<file path="config.mk">
export PLATFORM = sky130hd
export DESIGN_NAME = memory_block_reader_multi
export DESIGN_NICKNAME = d
export VERILOG_FILES = /design/src/rtl/memory_block_reader_multi.sv
export SDC_FILE = /design/constraint.sdc
export NUM_CORES = 1
export LEC_CHECK = 0
export BUFFER_PORTS_ARGS = -buffer_cell sky130_fd_sc_hd__buf_2
export CAP_MARGIN = 20
export CORE_ASPECT_RATIO = 1.1
export CORE_MARGIN = 4
export CORE_UTILIZATION = 30
export DETAILED_ROUTE_END_ITERATION = 10
export GPL_ROUTABILITY_DRIVEN = 0
export HOLD_SLACK_MARGIN = 0.06
export PLACE_DENSITY = 0.42
export SYNTH_ARGS = -nofsm -noshare
export SYNTH_HDL_FRONTEND = slang
export SYNTH_SLANG_ARGS = --single-unit
</file>
<file path="constraint.sdc">
create_clock -name clk -period 15.4 [get_ports clk]
set_input_delay 2.31 -clock clk [delete_from_list [all_inputs] [get_ports clk]]
set_output_delay 2.31 -clock clk [all_outputs]
set_load 0.01 [all_outputs]
</file>
<file path="src/rtl/memory_block_reader_multi.sv">
// Block-raster frame reader: walks queued frames in BLOCK_W x BLOCK_H tiles, one INCR burst per tile line.
// Define FRAME_QUEUE_EN for a FRAME_Q_DEPTH-entry frame queue; otherwise a single holding register is used.
module memory_block_reader_multi #(
  parameter int unsigned ADDR_WIDTH    = 32,
  parameter int unsigned DATA_WIDTH    = 32,
  parameter int unsigned BLOCK_W       = 4,
  parameter int unsigned BLOCK_H       = 4,
  parameter int unsigned FRAME_Q_DEPTH = 4
) (
  input  logic                  clk,
  input  logic                  rst,
  input  logic [15:0]           frame_height,
  input  logic [15:0]           frame_width,
  input  logic                  frame_ready,
  input  logic [ADDR_WIDTH-1:0] base_addr_in,
  input  logic                  rvalid,
  input  logic                  rlast,
  output logic                  start_read,
  output logic [ADDR_WIDTH-1:0] read_addr,
  output logic [31:0]           read_len,
  output logic [2:0]            read_size,
  output logic [1:0]            read_burst,
  output logic                  noise_estimation_en,
  output logic                  start_of_frame,
  output logic                  end_of_block,
  output logic                  frame_ready_for_wiener,
  output logic [ADDR_WIDTH-1:0] base_addr_out,
  output logic                  q_overflow,
  output logic                  cfg_err,
  output logic                  len_err
);

  localparam int unsigned BYTES     = DATA_WIDTH / 8;
  localparam int unsigned SIZE_LOG2 = $clog2(BYTES);
  localparam int unsigned CNT_W     = 16;

  if (FRAME_Q_DEPTH < 2 || (FRAME_Q_DEPTH & (FRAME_Q_DEPTH - 1)) != 0) begin : g_bad_depth
    $error("FRAME_Q_DEPTH must be a power of 2 and at least 2");
  end

  typedef enum logic [2:0] {IDLE, LOAD, ISSUE, WAIT_DATA, NEXT, DONE} state_t;

  state_t                  state;
  logic                    q_empty;
  logic                    pop;
  logic                    push_ok;
  logic [ADDR_WIDTH-1:0]   q_head;

  // Pop only from registered occupancy, so a fresh push is seen one cycle later
  assign pop = (state == IDLE) && !q_empty;

`ifdef FRAME_QUEUE_EN
  localparam int unsigned PTR_W = $clog2(FRAME_Q_DEPTH);
  localparam int unsigned QCW   = PTR_W + 1;

  logic [ADDR_WIDTH-1:0] q_mem [FRAME_Q_DEPTH];
  logic [PTR_W-1:0]      wr_ptr;
  logic [PTR_W-1:0]      rd_ptr;
  logic [QCW-1:0]        q_count;

  assign q_empty = (q_count == '0);
  assign push_ok = frame_ready && ((q_count != QCW'(FRAME_Q_DEPTH)) || pop);
  assign q_head  = q_mem[rd_ptr];

  always_ff @(posedge clk or posedge rst) begin
    if (rst) begin
      wr_ptr  <= '0;
      rd_ptr  <= '0;
      q_count <= '0;
    end else begin
      if (push_ok) wr_ptr <= wr_ptr + PTR_W'(1);
      if (pop)     rd_ptr <= rd_ptr + PTR_W'(1);
      case ({push_ok, pop})
        2'b10:   q_count <= q_count + QCW'(1);
        2'b01:   q_count <= q_count - QCW'(1);
        default: q_count <= q_count;
      endcase
    end
  end

  always_ff @(posedge clk) begin
    if (push_ok) q_mem[wr_ptr] <= base_addr_in;
  end
`else
  logic                  hold_valid;
  logic [ADDR_WIDTH-1:0] hold_addr;

  assign q_empty = !hold_valid;
  assign push_ok = frame_ready && !hold_valid && (state == IDLE);
  assign q_head  = hold_addr;

  always_ff @(posedge clk or posedge rst) begin
    if (rst) begin
      hold_valid <= 1'b0;
      hold_addr  <= '0;
    end else if (push_ok) begin
      hold_valid <= 1'b1;
      hold_addr  <= base_addr_in;
    end else if (pop) begin
      hold_valid <= 1'b0;
    end
  end
`endif

  logic [ADDR_WIDTH-1:0] base_q;
  logic [15:0]           frame_w_q;
  logic [15:0]           frame_h_q;
  logic [CNT_W-1:0]      bx;
  logic [CNT_W-1:0]      by;
  logic [CNT_W-1:0]      ln;
  logic [CNT_W-1:0]      beat_cnt;
  logic [ADDR_WIDTH-1:0] line_idx;
  logic [ADDR_WIDTH-1:0] pix_off;
  logic [ADDR_WIDTH-1:0] issue_addr;
  logic                  cfg_ok;
  logic                  last_ln;
  logic                  last_bx;
  logic                  last_by;

  // Burst address for the current tile line, wrapping at ADDR_WIDTH bits
  always_comb begin
    line_idx   = ADDR_WIDTH'(by) * ADDR_WIDTH'(BLOCK_H) + ADDR_WIDTH'(ln);
    pix_off    = line_idx * ADDR_WIDTH'(frame_w_q) + ADDR_WIDTH'(bx) * ADDR_WIDTH'(BLOCK_W);
    issue_addr = base_q + pix_off * ADDR_WIDTH'(BYTES);
  end

  assign cfg_ok  = (frame_w_q != 16'd0) && (frame_h_q != 16'd0) &&
                   ((frame_w_q % 16'(BLOCK_W)) == 16'd0) &&
                   ((frame_h_q % 16'(BLOCK_H)) == 16'd0);
  assign last_ln = (ln == CNT_W'(BLOCK_H - 1));
  assign last_bx = ((32'(bx) + 32'd1) * 32'(BLOCK_W)) == 32'(frame_w_q);
  assign last_by = ((32'(by) + 32'd1) * 32'(BLOCK_H)) == 32'(frame_h_q);

  always_ff @(posedge clk or posedge rst) begin
    if (rst) begin
      state                  <= IDLE;
      base_q                 <= '0;
      frame_w_q              <= '0;
      frame_h_q              <= '0;
      bx                     <= '0;
      by                     <= '0;
      ln                     <= '0;
      beat_cnt               <= '0;
      start_read             <= 1'b0;
      read_addr              <= '0;
      read_len               <= '0;
      read_size              <= '0;
      read_burst             <= '0;
      noise_estimation_en    <= 1'b0;
      start_of_frame         <= 1'b0;
      end_of_block           <= 1'b0;
      frame_ready_for_wiener <= 1'b0;
      base_addr_out          <= '0;
      q_overflow             <= 1'b0;
      cfg_err                <= 1'b0;
      len_err                <= 1'b0;
    end else begin
      start_read             <= 1'b0;
      noise_estimation_en    <= 1'b0;
      start_of_frame         <= 1'b0;
      end_of_block           <= 1'b0;
      frame_ready_for_wiener <= 1'b0;
      cfg_err                <= 1'b0;
      q_overflow             <= frame_ready && !push_ok;
      case (state)
        IDLE: begin
          if (pop) begin
            base_q        <= q_head;
            base_addr_out <= q_head;
            frame_w_q     <= frame_width;
            frame_h_q     <= frame_height;
            state         <= LOAD;
          end
        end
        LOAD: begin
          bx <= '0;
          by <= '0;
          ln <= '0;
          if (cfg_ok) begin
            start_of_frame <= 1'b1;
            state          <= ISSUE;
          end else begin
            cfg_err <= 1'b1;
            state   <= IDLE;
          end
        end
        ISSUE: begin
          start_read <= 1'b1;
          read_addr  <= issue_addr;
          read_len   <= 32'(BLOCK_W);
          read_size  <= 3'(SIZE_LOG2);
          read_burst <= 2'b01;
          beat_cnt   <= '0;
          state      <= WAIT_DATA;
        end
        WAIT_DATA: begin
          noise_estimation_en <= rvalid;
          if (rvalid) begin
            beat_cnt <= beat_cnt + CNT_W'(1);
            if (rlast) begin
              if (beat_cnt + CNT_W'(1) != CNT_W'(BLOCK_W)) len_err <= 1'b1;
              state <= NEXT;
            end
          end
        end
        // Line fastest, then block column, then block row
        NEXT: begin
          state <= ISSUE;
          if (last_ln) begin
            ln           <= '0;
            end_of_block <= 1'b1;
            if (last_bx) begin
              bx <= '0;
              if (last_by) state <= DONE;
              else         by    <= by + CNT_W'(1);
            end else begin
              bx <= bx + CNT_W'(1);
            end
          end else begin
            ln <= ln + CNT_W'(1);
          end
        end
        DONE: begin
          frame_ready_for_wiener <= 1'b1;
          state                  <= IDLE;
        end
        default: state <= IDLE;
      endcase
    end
  end

endmodule

</file>
==> metrics.txt <==
PortBufs=about 140; Fin Clk Skew=roughly 0.040 ns; fin crit period=10.54 ns; post-CTS resize count=0; antenna violations before repair=1; CP most frequent cell=fa_1; maximum VDD drop=0.0974 mV; DRT antenna net count=0; Inserted Clock Buffers=27; number of cells on the critical path=36; Routed WL=63.7 mm; Ys Warns=0; 1st-pass router iterations=5; Max Cap Violations=0; placed cell count=3,335; Final Instance Count excl. Fillers=3,388; crit path DAT=about 11 ns; CTS tree=built; reg2reg path depth=36; worst setup path end=read_addr[31]; commonest non-fill, non-tap cell in the layout=inv_1; routed vias/inst=approximately 4.7; CP endpoint kind=flop; mean post-synth cell area=between 9 and 10 µm²; crit-path max FO=14; first-pass GRT wire length=between 100 and 150 mm; die area=0.0758 mm²; asr flop ratio synth=100%; Die H=288 µm; final HPWL from detailed placement=48.8 mm; main flop type after synthesis=dfrtp_1; Syn-to-layout area delta=12.1%; FF-to-FF Start=by[0]; RSZ-0062 raised after global routing=false; Synth Cell Area=0.0214 mm²; drt wl/cell=18.8 µm; max incr delay on CP=around 0.63 ns; Post-synth EDFFs=0; Worst Path Required=15.88 ns; drt drc=0; R2R Path End=read_addr[31]; io pins=178; Hold-fix buffers, CTS=0; CP max-delay cell=nand4bb_1; Die W=about 260 µm; Hold Vio Cnt, Final=0; clk sinks=205; CP bufs+invs=5; number of nets in the layout=approximately 2,900; CP Launch Type=flop; post-route setup TNS=0 ns; Rows=102; Hold Crit Class=reg -> reg; highest-count cells in the layout ignoring fill and taps=352 x inv_1, 248 x nand2_1, 246 x fa_1; CTS clock-pin slew for the worst setup and hold paths=0.06 ns; layout cell share with drive strength beyond 1=roughly 14%; vias in the first global route=17,000; # setup viols final=0; Cells after Synth=2,322; Worst R2R Setup Slack=around 4.9 ns; Clock Latency Late Sink=0.59 ns; P_leak=0.0117 µW; GRT Resource Usage Total=16.7%; critical path type=reg -> reg; pwr/cell area=106 mW/mm²; Top delay family on crit path=adder cells; status=complete, no violations; FF+latch count, synth=205; Overflow after GRT=0; synth unique cells=77; CP Launch Point=by[0]; vias post-DR=16,100; 1st-iter DRT viols=742; pin count of the biggest net entering global routing=82; Worst-Margin Slew=between 1 and 1.5 ns; post-synthesis sequential area ratio=23.9%; setup repair bufs after CTS=0; core box area=0.0706 mm²; Initial Util=between 30% and 40%; FMAX=0.0949 GHz; final worst-path cycle share=approximately two thirds; Relative slew margins=31.7%; Final Slew Violations=0; H-Tree Depth=1; clk buf depth=3; root buf cell=clkbuf_16
-- Yosys cell counts, drive strengths merged, types with 3 or more instances --
| cell | instances | area [µm²] |
|---|---|---|
| a22oi | 3 | 22.5 |
| nor4 | 21 | 138 |
| buf | 46 | 337 |
| o311ai | 3 | 26.3 |
| o21a | 11 | 82.6 |
| nor2b | 13 | 81.3 |
| nor4b | 5 | 43.8 |
| xor2 | 36 | 315 |
| xnor2 | 82 | 718 |
| nand2b | 26 | 163 |
| mux2 | 94 | 1060 |
| nor3 | 22 | 121 |
| a21oi | 72 | 360 |
| a21o | 20 | 150 |
| and4 | 3 | 26.3 |
| nand3 | 51 | 260 |
| clkbuf | 85 | 319 |
| inv | 353 | 1330 |
| nand2 | 250 | 941 |
| o211ai | 6 | 45.0 |
| dfrtp | 205 | 5130 |
| a31oi | 10 | 62.6 |
| and3 | 26 | 163 |
| o21bai | 10 | 75.1 |
| nor2 | 91 | 342 |
| ha | 132 | 1650 |
| a211oi | 5 | 37.5 |
| o21ai | 140 | 701 |
| and2 | 145 | 907 |
| nand4 | 20 | 125 |
| or2 | 3 | 18.8 |
| a2111oi | 4 | 53.8 |
| o31ai | 28 | 215 |
| fa | 246 | 4920 |
| or3 | 10 | 67.6 |
-- layout make-up --
class | count | area [µm²]
Inverter | 355 | 1340
Clock inverter | 8 | 95.1
Clock buffer | 42 | 812
Antenna cell | 1 | 2.50
Multi-Input combinational cell | 1664 | 14500
Sequential cell | 205 | 5130
Timing Repair Buffer | 177 | 998
Tap cell | 936 | 1170
Fill cell | 7273 | 46500
-- kinds of logic (layout without fill, tap and decap cells) --
group,Yosys count,count (layout),share of synthesized area [%]
DFF,205,205,23.9
xor gates and xnor gates,120,120,5.03
and+or+nand+nor,699,699,16.4
other,1,35,0.0175
AOI/OAI and AO/OA,338,338,9.66
buffers and inverters,486,582,9.28
muxes,95,95,4.99
adders and majority gates,378,378,30.7
-- state kept, by name, indices dropped and copies added, names as in the netlist, 3 cells and up --
name / count
frame_h_q: 16
hold_addr: 32
base_q: 32
by: 16
bx: 16
beat_cnt: 16
read_addr: 32
ln: 16
frame_w_q: 16
state: 3
-- how the worst min path moves through the flow --
| stage | end | slack [ns] | cells past startpoint | startpoint |
|---|---|---|---|---|
| 6_report | base_q[24] | 0.48 | 1 | hold_addr[24] |
| 2_1_floorplan | read_addr[0] | 0.46 | 2 | base_q[0] |
| 3_5_place_dp | len_err | 0.46 | 1 | len_err |
| 4_1_cts | base_q[24] | 0.47 | 1 | hold_addr[24] |
| 3_3_place_gp | read_addr[1] | 0.46 | 2 | read_addr[1] |
| 5_1_grt | base_q[24] | 0.49 | 1 | hold_addr[24] |
-- layer usage --
layer / vias up / routed length, µm / global-route usage [%]
li1: 7644 / - / -
met5: - / 0 / 0
met4: 0 / 1160 / 3.17
met1: 8080 / 29900 / 23.0
met3: 68 / 2720 / 2.62
met2: 273 / 29900 / 28.2
-- metrics by stage --
step | worst slack (ns) | instance area [µm²] | util (%) | power, µW | hold WS, ns
6_report | 4.86 | 24000 | 34.0 | 2550 | 0.477
5_1_grt | 4.07 | 24000 | 34.0 | 2720 | 0.493
4_1_cts | 4.97 | 24000 | 34.0 | 2580 | 0.471
3_5_place_dp | 5.01 | 23100 | 32.7 | 1910 | 0.462
3_3_place_gp | 5.43 | 23100 | 32.7 | 1910 | 0.464
2_1_floorplan | 6.46 | 21600 | - | 1490 | 0.458
-- power breakdown --
part | switching (µW) | internal (µW) | total [µW]
Combinational | 531 | 399 | 930
Sequential | 254 | 718 | 972
Clock | 266 | 381 | 647
Total | 1050 | 1500 | 2550
Power figures use the tool's default switching activity.
